$ cat config.mk
export PLATFORM = sky130hd
export DESIGN_NAME = non_strict_elastic_buffer_flat
export DESIGN_NICKNAME = d
export VERILOG_FILES = /design/src/rtl/non_strict_elastic_buffer_if.sv /design/src/rtl/non_strict_elastic_buffer.sv /design/src/flat_wrapper.sv
export SDC_FILE = /design/constraint.sdc
export NUM_CORES = 1
export LEC_CHECK = 0
export BUFFER_PORTS_ARGS = -buffer_cell sky130_fd_sc_hd__buf_2
export CORE_UTILIZATION = 55
export DETAILED_ROUTE_END_ITERATION = 10
export PLACE_DENSITY = 0.8
export SETUP_SLACK_MARGIN = 0.3
export SYNTH_ARGS = -nofsm -noshare
export SYNTH_HDL_FRONTEND = slang
export SYNTH_SLANG_ARGS = --single-unit
$ cat constraint.sdc
create_clock -name clk -period 12.05 [get_ports clk]
set_input_delay 0 -clock clk [delete_from_list [all_inputs] [get_ports clk]]
set_output_delay 0 -clock clk [all_outputs]
set_load 0.01 [all_outputs]
$ cat src/rtl/non_strict_elastic_buffer_if.sv
// Write/read handshake bundle for the elastic buffer.
// A word moves on a rising edge only when valid && ready are both high on that side.
// valid may be raised without waiting for ready, and ready may depend combinationally on local state.
interface non_strict_elastic_buffer_if #(
  parameter int WIDTH = 32
);
  logic [WIDTH-1:0] in_data;
  logic             in_valid;
  logic             in_ready;
  logic [WIDTH-1:0] out_data;
  logic             out_valid;
  logic             out_ready;

  modport master (
    output in_data,
    output in_valid,
    input  in_ready,
    input  out_data,
    input  out_valid,
    output out_ready
  );

  modport slave (
    input  in_data,
    input  in_valid,
    output in_ready,
    output out_data,
    output out_valid,
    input  out_ready
  );
endinterface

$ cat src/rtl/non_strict_elastic_buffer.sv
// First-word-fall-through circular buffer with occupancy and peak-occupancy tracking.
// Every path from input to output goes through storage, so the minimum latency is one cycle.
module non_strict_elastic_buffer #(
  parameter  int WIDTH = 32,
  parameter  int DEPTH = 16,
  localparam int CW    = $clog2(DEPTH + 1),
  localparam int AW    = $clog2(DEPTH)
) (
  input  logic                          clk,
  input  logic                          rst,
  input  logic                          flush,
  non_strict_elastic_buffer_if.slave    bus,
  output logic [CW-1:0]                 count,
  output logic [CW-1:0]                 peak,
  output logic                          full,
  output logic                          empty
);

  logic [WIDTH-1:0] mem [DEPTH];
  logic [AW-1:0]    wr_ptr;
  logic [AW-1:0]    rd_ptr;
  logic [CW-1:0]    count_next;
  logic [CW-1:0]    peak_next;
  logic             wr_en;
  logic             rd_en;

  function automatic logic [AW-1:0] ptr_inc(input logic [AW-1:0] p);
    return (p == AW'(DEPTH - 1)) ? '0 : p + AW'(1);
  endfunction

  assign full          = (count == CW'(DEPTH));
  assign empty         = (count == '0);
  assign bus.in_ready  = !full && !flush;
  assign bus.out_valid = !empty;
  assign bus.out_data  = mem[rd_ptr];

  // Blocking writes while flush is high keeps them out of the flush cycle.
  assign wr_en = bus.in_valid && bus.in_ready;
  assign rd_en = bus.out_valid && bus.out_ready;

  always_comb begin
    count_next = count;
    case ({wr_en, rd_en})
      2'b10:   count_next = count + CW'(1);
      2'b01:   count_next = count - CW'(1);
      default: count_next = count;
    endcase
    peak_next = (count_next > peak) ? count_next : peak;
  end

  always_ff @(posedge clk) begin
    if (rst || flush) begin
      count  <= '0;
      peak   <= '0;
      wr_ptr <= '0;
      rd_ptr <= '0;
    end else begin
      count <= count_next;
      peak  <= peak_next;
      if (wr_en) wr_ptr <= ptr_inc(wr_ptr);
      if (rd_en) rd_ptr <= ptr_inc(rd_ptr);
    end
  end

  // Storage is not reset; stale entries are unreachable once the pointers return to zero.
  always_ff @(posedge clk) begin
    if (wr_en) mem[wr_ptr] <= bus.in_data;
  end

endmodule

$ cat src/flat_wrapper.sv
// flat-port wrapper written by rule: the top's interface ports become plain ports
module non_strict_elastic_buffer_flat 
#(
  parameter  int WIDTH = 32,
  parameter  int DEPTH = 16,
  localparam int CW    = $clog2(DEPTH + 1),
  localparam int AW    = $clog2(DEPTH)
)
  (clk, rst, flush, count, peak, full, empty, bus_in_data, bus_in_valid, bus_in_ready, bus_out_data, bus_out_valid, bus_out_ready);
  non_strict_elastic_buffer_if #(.WIDTH(WIDTH)) bus_i ();
  input  logic clk;
  input  logic rst;
  input  logic flush;
  output logic [CW-1:0] count;
  output logic [CW-1:0] peak;
  output logic full;
  output logic empty;
  input wire logic [$bits(bus_i.in_data)-1:0] bus_in_data;
  input wire logic [$bits(bus_i.in_valid)-1:0] bus_in_valid;
  output wire logic [$bits(bus_i.in_ready)-1:0] bus_in_ready;
  output wire logic [$bits(bus_i.out_data)-1:0] bus_out_data;
  output wire logic [$bits(bus_i.out_valid)-1:0] bus_out_valid;
  input wire logic [$bits(bus_i.out_ready)-1:0] bus_out_ready;
  assign bus_i.in_data = bus_in_data;
  assign bus_i.in_valid = bus_in_valid;
  assign bus_in_ready = bus_i.in_ready;
  assign bus_out_data = bus_i.out_data;
  assign bus_out_valid = bus_i.out_valid;
  assign bus_i.out_ready = bus_out_ready;
  non_strict_elastic_buffer #(.WIDTH(WIDTH), .DEPTH(DEPTH)) u_core (.clk(clk), .rst(rst), .flush(flush), .bus(bus_i), .count(count), .peak(peak), .full(full), .empty(empty));
endmodule
==> flow_summary_export.csv, run 1 <==
group,metric,value,unit
outcome,status,"finished, final reports clean",
sta,worst_clock_skew,0.0109,ns
critical_path,slowest_stage,"a32oi_1",
final_layout,synthToLayoutAreaGrowth,14.0,%
die,rows,70,
die,start_util,56.1,%
route,routed_wl,43100,um
sta,period_needed,4.44,ns
die,die_h,196,um
die,die_x,196,um
critical_path,crit_required,12.49,ns
synthesis,ys_async_sr_fraction,0,%
pwr,power_density,156,nW/um2
clock_network,clkLatencyLatePin,0.56,ns
synthesis,avgSynthCellArea,24.1,um2
synthesis,ys_seq_elements,534,
pwr,ir_drop,99.2,uV
worst_hold_path,hold_depth,4,
sta,whs,0.325,ns
critical_path,worst-path-max-fanout,10,
sta,tightestPinTransition,1.23,ns
synthesis,yosys_warnings,0,
route,antenna_left,0,
placement,place_congestion,0.742,
die,coreArea,36800,um2
sta,hold_viol_final,0,
synthesis,synth_cells,858,
synthesis,synth_fp_nets,908,
critical_path,path_cells,"nor4_4 -> a21oi_2 -> nand2_1 -> ha_1 -> xor2_1 -> ha_1 -> or3b_2 -> a32oi_1 -> xnor2_1 -> ha_1 -> and3_1 -> o21ai_0 -> a32oi_1 -> mux2i_1 -> nor2_1",
grt,grt_overflow,0,
critical_path,cp-end-kind,"register",
route,vias,9541,
synthesis,synth-edff-count,512,
critical_path,arrival,4.88,ns
placement,place_hpwl,20400,um
clock_network,path_clk_slew,0.06,ns
clock_network,cts_buffers,50,
synthesis,ys.flop_type,"edfxtp_1",
grt,grt_pass1_wl,63900,um
critical_path,criticalPathCategory,"reg -> reg",
synthesis,yosysSeqAreaShare,76.6,%
synthesis,ys_types,39,
final_layout,fill_cells,2336,
route,drt-initial-drc-count,921,
final_layout,layout-drive-gt1-share,31.3,%
clock_network,clockRootBuffer,"clkbuf_16",
sta,fmax,225,MHz
critical_path,crit_top_cell,"ha_1",
critical_path,r2r-start,"u_core.count[2]",
route,post_drt_wl_per_cell,28.5,um
sta,fin_tns_setup,0,ns
die,ios,83,
route,via_per_inst,6.31,
clock_network,clock_path_buffers,3,
sta,setup_viol,0,
placement,port-buffer-count,82,
clock_network,cts_tree,"built",
grt,grt_use_total,23.2,%
final_layout,diodes,0,
sta,finalMaxSlewViolations,0,
route,dr.pass1.iters,5,
final_layout,num-nets-final,1054,
die,dieArea,38300,um2
sta,rsz0062_at_grt,"false",
clock_network,htreeDepth,2,
worst_hold_path,min_path_type,"in -> reg",
synthesis,synth.cell_area,20600,um2
sta,period_share,36.9,%
critical_path,r2r_setup_slack,7.61,ns
pwr,p_leak,0.00743,uW
grt,grt_pass1_vias,10070,
final_layout,mostFrequentLayoutCells,"edfxtp_1, mux4_2, buf_2",
final_layout,final_common_cell,"edfxtp_1",
worst_hold_path,min_from,"bus_out_ready",
clock_network,numClockSinks,534,
grt,grt_max_degree,78,
grt,antenna_found_initial,0,
sta,maxSlewHeadroom,18.2,%
run,maxCapViolCount,0,
route,drc,0,
critical_path,reg2reg_to,"u_core.peak[4]",
critical_path,r2r_cells,15,
critical_path,slowest_delay,0.56,ns
critical_path,worstSetupStartpointType,"register",
clock_network,post_cts_resize_count,0,
==> timing repair <==
| item | CTS | global route |
|---|---|---|
| hold endpoints to repair | 534 | 0 |
| hold buffers | 38 | 0 |
| setup buffers | 0 | 0 |
| setup endpoints to repair | 0 | 0 |
==> kinds of logic (layout without fill, tap and decap cells) <==
group                    Yosys count  after routing  share of synthesized area, %
flip-flops                       534            534                          76.6
adder cells (fa/ha/maj)           13             13                         0.788
AND/OR/NAND/NOR                   56             56                          1.56
multiplexers                     166            166                          18.3
AO/OA/AOI/OAI                     25             25                         0.800
XOR/XNOR                           7              7                         0.297
buffers and inverters             57            243                          1.59
==> layer usage <==
metal  GRT usage, %  up-vias  part of all wire (%)
met3           4.13       87                   6.6
met1           30.3     5032                    38
met2           39.7      436                    52
met4           8.10        0                   2.6
met5              0        -                     0
li1               -     3986                     -
==> cells in the mapped netlist, types with 3 or more instances <==
| library cell | instances | area (um2) |
|---|---|---|
| ha_1 | 13 | 163 |
| xnor2_1 | 3 | 26.3 |
| nor2_1 | 14 | 52.6 |
| and3_1 | 8 | 50.1 |
| edfxtp_1 | 512 | 15400 |
| clkbuf_1 | 19 | 71.3 |
| inv_1 | 15 | 56.3 |
| mux4_2 | 128 | 2880 |
| mux4_1 | 32 | 841 |
| buf_2 | 5 | 25.0 |
| a21oi_1 | 8 | 40.0 |
| xor2_1 | 4 | 35.0 |
| mux2i_1 | 5 | 50.1 |
| dfxtp_1 | 22 | 440 |
| o21ai_0 | 4 | 20.0 |
| buf_6 | 13 | 146 |
| nand3_1 | 5 | 25.0 |
| nor2b_1 | 5 | 31.3 |
| and2_1 | 5 | 31.3 |
| nor4_1 | 4 | 25.0 |
| buf_1 | 4 | 15.0 |
| nand2_1 | 6 | 22.5 |
==> final cells by class <==
class | count | area, um2 | area share (%)
repair buffers | 136 | 911 | 3.87
clock buffers | 55 | 1290 | 5.49
multi-input cells | 267 | 4560 | 19.4
well taps | 468 | 586 | 2.49
clock inverters | 37 | 303 | 1.29
inverters | 15 | 56.3 | 0.239
flip-flops and latches | 534 | 15800 | 67.2
==> worst max path at each step <==
stage	cells after the start	endpoint	startpoint	slack (ns)
3_5_place_dp	15	u_core.peak[4]	u_core.count[2]	7.63
6_report	15	u_core.peak[4]	u_core.count[2]	7.61
5_1_grt	15	u_core.peak[4]	u_core.count[2]	7.25
4_1_cts	15	u_core.peak[4]	u_core.count[2]	7.58
3_3_place_gp	14	u_core.peak[0]	u_core.count[2]	7.84
2_1_floorplan	5	u_core.mem[0][0]	u_core.count[2]	7.31
==> power breakdown <==
group	switching, uW	leakage [uW]	total [uW]	internal, uW
registers	4.84	0.00479	2040	2040
clock network	666	0.000782	1530	860
logic	56.6	0.00185	99.4	42.8
==> metrics by stage <==
| stage | utilization (%) | std cells | power (uW) | instance area [um2] | setup slack, ns |
|---|---|---|---|---|---|
| after detailed placement | 58.6 | 1382 | 2170 | 21600 | 7.63 |
| after CTS | 64.0 | 1512 | 3690 | 23500 | 7.58 |
| final | 64.0 | 1512 | 3670 | 23500 | 7.61 |
| after global placement | 58.6 | 1382 | 2170 | 21600 | 7.84 |
| after global routing | 64.0 | 1512 | 3760 | 23500 | 7.25 |
| after floorplan | - | 858 | 2130 | 20600 | 7.31 |
==> registers in the layout, indices dropped and copies added, names as in the netlist, named ones only <==
register       cells
u_core.wr_ptr      4
u_core.mem       512
u_core.count       5
u_core.rd_ptr      4
u_core.peak        5
==> critical path: cells and delay by family (launching register included) <==
family	cells	cell delay (ns)
and+or+nand+nor	5	1.36
AOI/OAI and AO/OA	4	1.02
adders and majority gates	3	0.91
DFF	1	0.42
xor gates and xnor gates	2	0.33
muxes	1	0.27
No activity file was read; power rests on OpenSTA's default activity.
==> run 2: changes to the inputs <==
- PLACE_DENSITY: 0.8 -> 0.83
- clock period: 12.05 -> 3.6 ns (I/O delays scaled with it)
==> flow_summary_export.csv, run 2 (same netlist as run 1, synthesis figures left out) <==
group,metric,value,unit
final_layout,fin_util,65.1,%
final_layout,mostFrequentLayoutCells,"edfxtp_1, mux4_2, buf_2",
critical_path,arrival,3.89,ns
grt,grt_use_total,23.9,%
route,via_per_inst,6.33,
critical_path,crit_required,4.05,ns
route,routed_wl,44500,um
placement,place_inst,1403,
sta,fmax,291,MHz
sta,hold_viol_final,0,
grt,grt_pass1_vias,10118,
critical_path,criticalPathCategory,"reg -> reg",
die,die_h,196,um
clock_network,cts_tree,"built",
final_layout,synthToLayoutAreaGrowth,16.0,%
final_layout,top_register,"u_core.mem",
placement,place_congestion,0.750,
pwr,power.total,12200,uW
final_layout,reg.largest.list,"u_core.mem x512, u_core.count x5, u_core.peak x5",
die,die_x,196,um
sta,maxSlewHeadroom,39.4,%
clock_network,numClockSinks,534,
clock_network,htreeDepth,2,
final_layout,fill_cells,2287,
route,antenna_left,0,
grt,antenna_found_initial,1,
die,coreArea,36800,um2
sta,finalMaxSlewViolations,0,
die,dieArea,38300,um2
sta,tightestPinTransition,0.909,ns
route,drt-initial-drc-count,955,
final_layout,diodes,0,
pwr,power_density,510,nW/um2
outcome,status,"finished, final reports clean",
final_layout,largest_reg_flops,512,
final_layout,layout-drive-gt1-share,34.7,%
pwr,p_leak,0.00761,uW
die,start_util,56.1,%
grt,grt_overflow,0,
pwr,ir_drop,379,uV
clock_network,clkLatencyLatePin,0.59,ns
clock_network,clockRootBuffer,"clkbuf_16",
clock_network,path_clk_slew,0.06,ns
critical_path,worst-path-max-fanout,6,
critical_path,cp-end-kind,"register",
route,drc,0,
sta,period_share,95.6,%
worst_hold_path,min_path_type,"in -> reg",
clock_network,clock_path_buffers,3,
route,dr.pass1.iters,5,
sta,setup_viol,0,
placement,place_hpwl,23100,um
grt,grt_max_degree,51,
sta,worst_clock_skew,0.0197,ns
placement,port-buffer-count,82,
sta,rsz0062_at_grt,"true",
critical_path,worstSetupStartpointType,"register",
die,rows,70,
final_layout,num-nets-final,1085,
die,ios,83,
final_layout,final_common_cell,"edfxtp_1",
final_layout,final_cells,1544,
clock_network,cts_buffers,51,
run,maxCapViolCount,0,
grt,grt_pass1_wl,65200,um
route,post_drt_wl_per_cell,28.8,um
route,vias,9776,
sta,period_needed,3.44,ns
run 2: repair_timing:
action | CTS | global route
endpoints found under the setup margin | 5 | 6
cloned | 0 | 0
hold endpoints to repair | 534 | 0
buffers inserted | 6 | 4
hold buffers | 37 | 0
resized for setup | 1 | 5
pin swaps | 10 | 4
run 2: path summary, 6_finish.rpt:
check                      to             from  slack (ns)  cells after the start
min reg2reg    u_core.peak[1]   u_core.peak[1]        0.51                      2
max            u_core.peak[2]  u_core.count[1]        0.16                     16
min          u_core.wr_ptr[1]     bus_in_valid        0.30                      4
max reg2reg    u_core.peak[2]  u_core.count[1]        0.16                     16
run 2: final cells by class:
class / count / area [um2] / area share (%)
well taps: 468 / 586 / 2.45
flip-flops and latches: 534 / 15800 / 66.1
clock inverters: 36 / 233 / 0.972
clock buffers: 58 / 1320 / 5.53
inverters: 15 / 56.3 / 0.235
repair buffers: 166 / 1220 / 5.10
multi-input cells: 267 / 4690 / 19.6
run 2: metal layers:
metal	part of all wire (%)	vias up	GRT usage, %
met5	0.025	-	0
met4	2.5	2	8.25
met3	7.1	91	4.13
met2	52	467	40.8
met1	38	5160	31.6
li1	-	4056	-
run 2: stage by stage:
stage	setup TNS (ns)	hold WS [ns]	worst slack, ns	instance area, um2
finish	0	0.302	0.160	23900
detailed placement	0	0.186	0.00285	21900
global route	0	0.328	0.0169	23900
CTS	0	0.294	0.201	23900
global placement	0	0.176	0.0556	21900
floorplan	-0.149	0.0290	-0.0374	20700
run 2: where the power goes:
part / internal (uW) / switching (uW) / total [uW]
Sequential: 6820 / 12.3 / 6840
Combinational: 168 / 207 / 375
Clock: 2730 / 2260 / 4990
run 2: worst max-delay path, stage by stage (launching register included):
cell and delay (ns):
dfxtp_2 0.33, nor4_4 0.30, buf_4 0.17, a21oi_4 0.06, nand2_2 0.10, ha_4 0.14, xor2_1 0.16, ha_2 0.20
or3b_4 0.37, a32oi_2 0.22, xnor2_2 0.10, ha_1 0.32, and3_4 0.22, o21ai_4 0.06, a32oi_4 0.28, mux2i_1 0.23
nor2_1 0.06
==> run 3: changes to the inputs <==
- CORE_ASPECT_RATIO: not set -> 0.75
==> flow_summary_export.csv, run 3 (same netlist as run 1, synthesis figures left out) <==
group,metric,value,unit
pwr,swShare,19.5,%
grt,grt_max_degree,49,
critical_path,cp-end-kind,"register",
critical_path,worst-path-max-fanout,6,
sta,setup_viol,0,
sta,fmax,287,MHz
final_layout,fin_util,64.9,%
critical_path,r2r_cells,16,
critical_path,path_depth,16,
placement,place_area,22100,um2
clock_network,htreeDepth,2,
final_layout,final_cells,1570,
sta,worst_clock_skew,0.0217,ns
pwr,power_density,504,nW/um2
placement,port-buffer-count,82,
grt,grt_pass1_vias,10327,
final_layout,regArea,15800,um2
pwr,switchingPower,2360,uW
worst_hold_path,min_path_type,"in -> reg",
critical_path,criticalPathCategory,"reg -> reg",
clock_network,clock_path_buffers,3,
route,vias,9781,
route,dr.pass1.iters,7,
pwr,ir_drop,426,uV
final_layout,largest_reg_flops,512,
critical_path,slowest_stage,"or3b_4",
grt,antenna_found_initial,1,
route,routed_wl,44100,um
die,ios,83,
critical_path,worstSetupStartpointType,"register",
worst_hold_path,hold_depth,5,
die,start_util,55.8,%
pwr,p_seq_share,56.5,%
route,antenna_left,0,
critical_path,crit_buf_inv,1,
sta,tightestPinTransition,0.964,ns
final_layout,fill_cells,2258,
pwr,p_comb_share,3.1,%
sta,period_needed,3.48,ns
pwr,p_leak,0.00759,uW
sta,hold_viol_final,0,
sta,fin_tns_setup,0,ns
run,maxCapViolCount,0,
final_layout,num-nets-final,1083,
sta,period_share,96.7,%
critical_path,path_cells,"nor4_4 -> buf_4 -> a21oi_4 -> nand2_2 -> ha_4 -> xor2_2 -> ha_2 -> or3b_4 -> a32oi_2 -> xnor2_2 -> ha_1 -> and3_4 -> o21ai_4 -> a32oi_4 -> mux2i_1 -> nor2_1",
sta,finalMaxSlewViolations,0,
die,dieArea,38300,um2
die,die_x,226,um
die,die_h,170,um
final_layout,multiInputGateArea,4690,um2
sta,whs,0.0497,ns
final_layout,final_common_cell,"edfxtp_1",
placement,place_hpwl,23500,um
sta,rsz0062_at_grt,"true",
pwr,intPower,9750,uW
final_layout,final_area,24000,um2
route,via_per_inst,6.23,
route,drt-initial-drc-count,1016,
clock_network,clockRootBuffer,"clkbuf_16",
placement,place_inst,1442,
placement,place_congestion,0.779,
grt,grt_use_total,24.0,%
critical_path,arrival,3.93,ns
sta,maxSlewHeadroom,35.7,%
clock_network,clkLatencyLatePin,0.57,ns
route,post_drt_wl_per_cell,28.1,um
grt,grt_overflow,0,
final_layout,reg.largest.list,"u_core.mem x512, u_core.count x5, u_core.peak x5",
critical_path,crit_required,4.05,ns
grt,grt_pass1_wl,65200,um
clock_network,cts_tree,"built",
route,drc,0,
outcome,status,"finished, final reports clean",
pwr,clkPwrFrac,40.4,%
clock_network,path_clk_slew,0.07,ns
critical_path,slowest_delay,0.38,ns
final_layout,top_register,"u_core.mem",
final_layout,synthToLayoutAreaGrowth,16.3,%
die,rows,61,
final_layout,mostFrequentLayoutCells,"edfxtp_1, mux4_2, buf_2",
clock_network,cts_buffers,47,
clock_network,numClockSinks,534,
die,coreArea,37000,um2
final_layout,layout-drive-gt1-share,33.1,%
critical_path,cp_top_family,"simple AND/OR/NAND/NOR gates",
run 3: changes by cell type in the layout (fill, tap and decap cells not counted), sizes merged:
cell | before | now
diode | 0 | 1
clkinv | 27 | 18
clkinvlp | 4 | 0
dlygate4sd3 | 37 | 39
bufinv | 1 | 4
inv | 19 | 16
run 3: power by group through the flow:
stage               Clock, uW  Combinational, uW  Sequential (uW)
floorplan                   0                180             6970
detailed placement          0                341             6970
global placement            0                324             6970
CTS                      4940                377             6840
global route             5170                408             6830
finish                   4890                379             6840
run 3: timing repair:
| action | in CTS | in global routing |
|---|---|---|
| setup buffers | 5 | 2 |
| endpoints found under the setup margin | 5 | 6 |
| pin swaps | 10 | 6 |
| hold endpoints to repair | 534 | 0 |
| hold buffers | 39 | 0 |
| gates resized for setup | 2 | 1 |
run 3: worst reg2reg max path: cells and delay by family (launching register included):
family	cells	cell delay, ns
muxes	1	0.24
adders and majority gates	3	0.67
buffers and inverters	1	0.17
and+or+nand+nor	5	1.05
DFF	1	0.34
xor gates and xnor gates	2	0.24
AOI/OAI and AO/OA	4	0.66
run 3: area by class of cell:
class	instances	share of cell area, %
Antenna cell	1	0.0104
Tap cell	504	2.63
Inverter	15	0.235
Clock buffer	58	5.25
Clock inverter	23	0.849
Sequential cell	534	65.9
Timing Repair Buffer	168	5.59
Multi-Input combinational cell	267	19.5
run 3: worst paths after layout:
kind	from	endpoint	slack [ns]
setup / recovery	u_core.count[1]	u_core.peak[2]	0.12
hold / removal	bus_in_valid	u_core.wr_ptr[0]	0.05
setup reg to reg	u_core.count[1]	u_core.peak[2]	0.12
hold reg to reg	u_core.rd_ptr[1]	register	0.49
run 3: stage by stage:
stage | power [uW] | setup slack [ns]
floorplan | 7150 | -0.0374
global placement | 7290 | 0.0525
detailed placement | 7310 | -0.0807
CTS | 12200 | 0.111
global route | 12400 | -0.0967
finish | 12100 | 0.121
run 3: routing by layer:
metal	vias up	wire length (um)	global-route usage, %
met5	-	0	0
met4	0	1110	7.69
met3	79	2980	4.36
met2	443	22600	41.0
met1	5199	17400	31.7
li1	4060	-	-
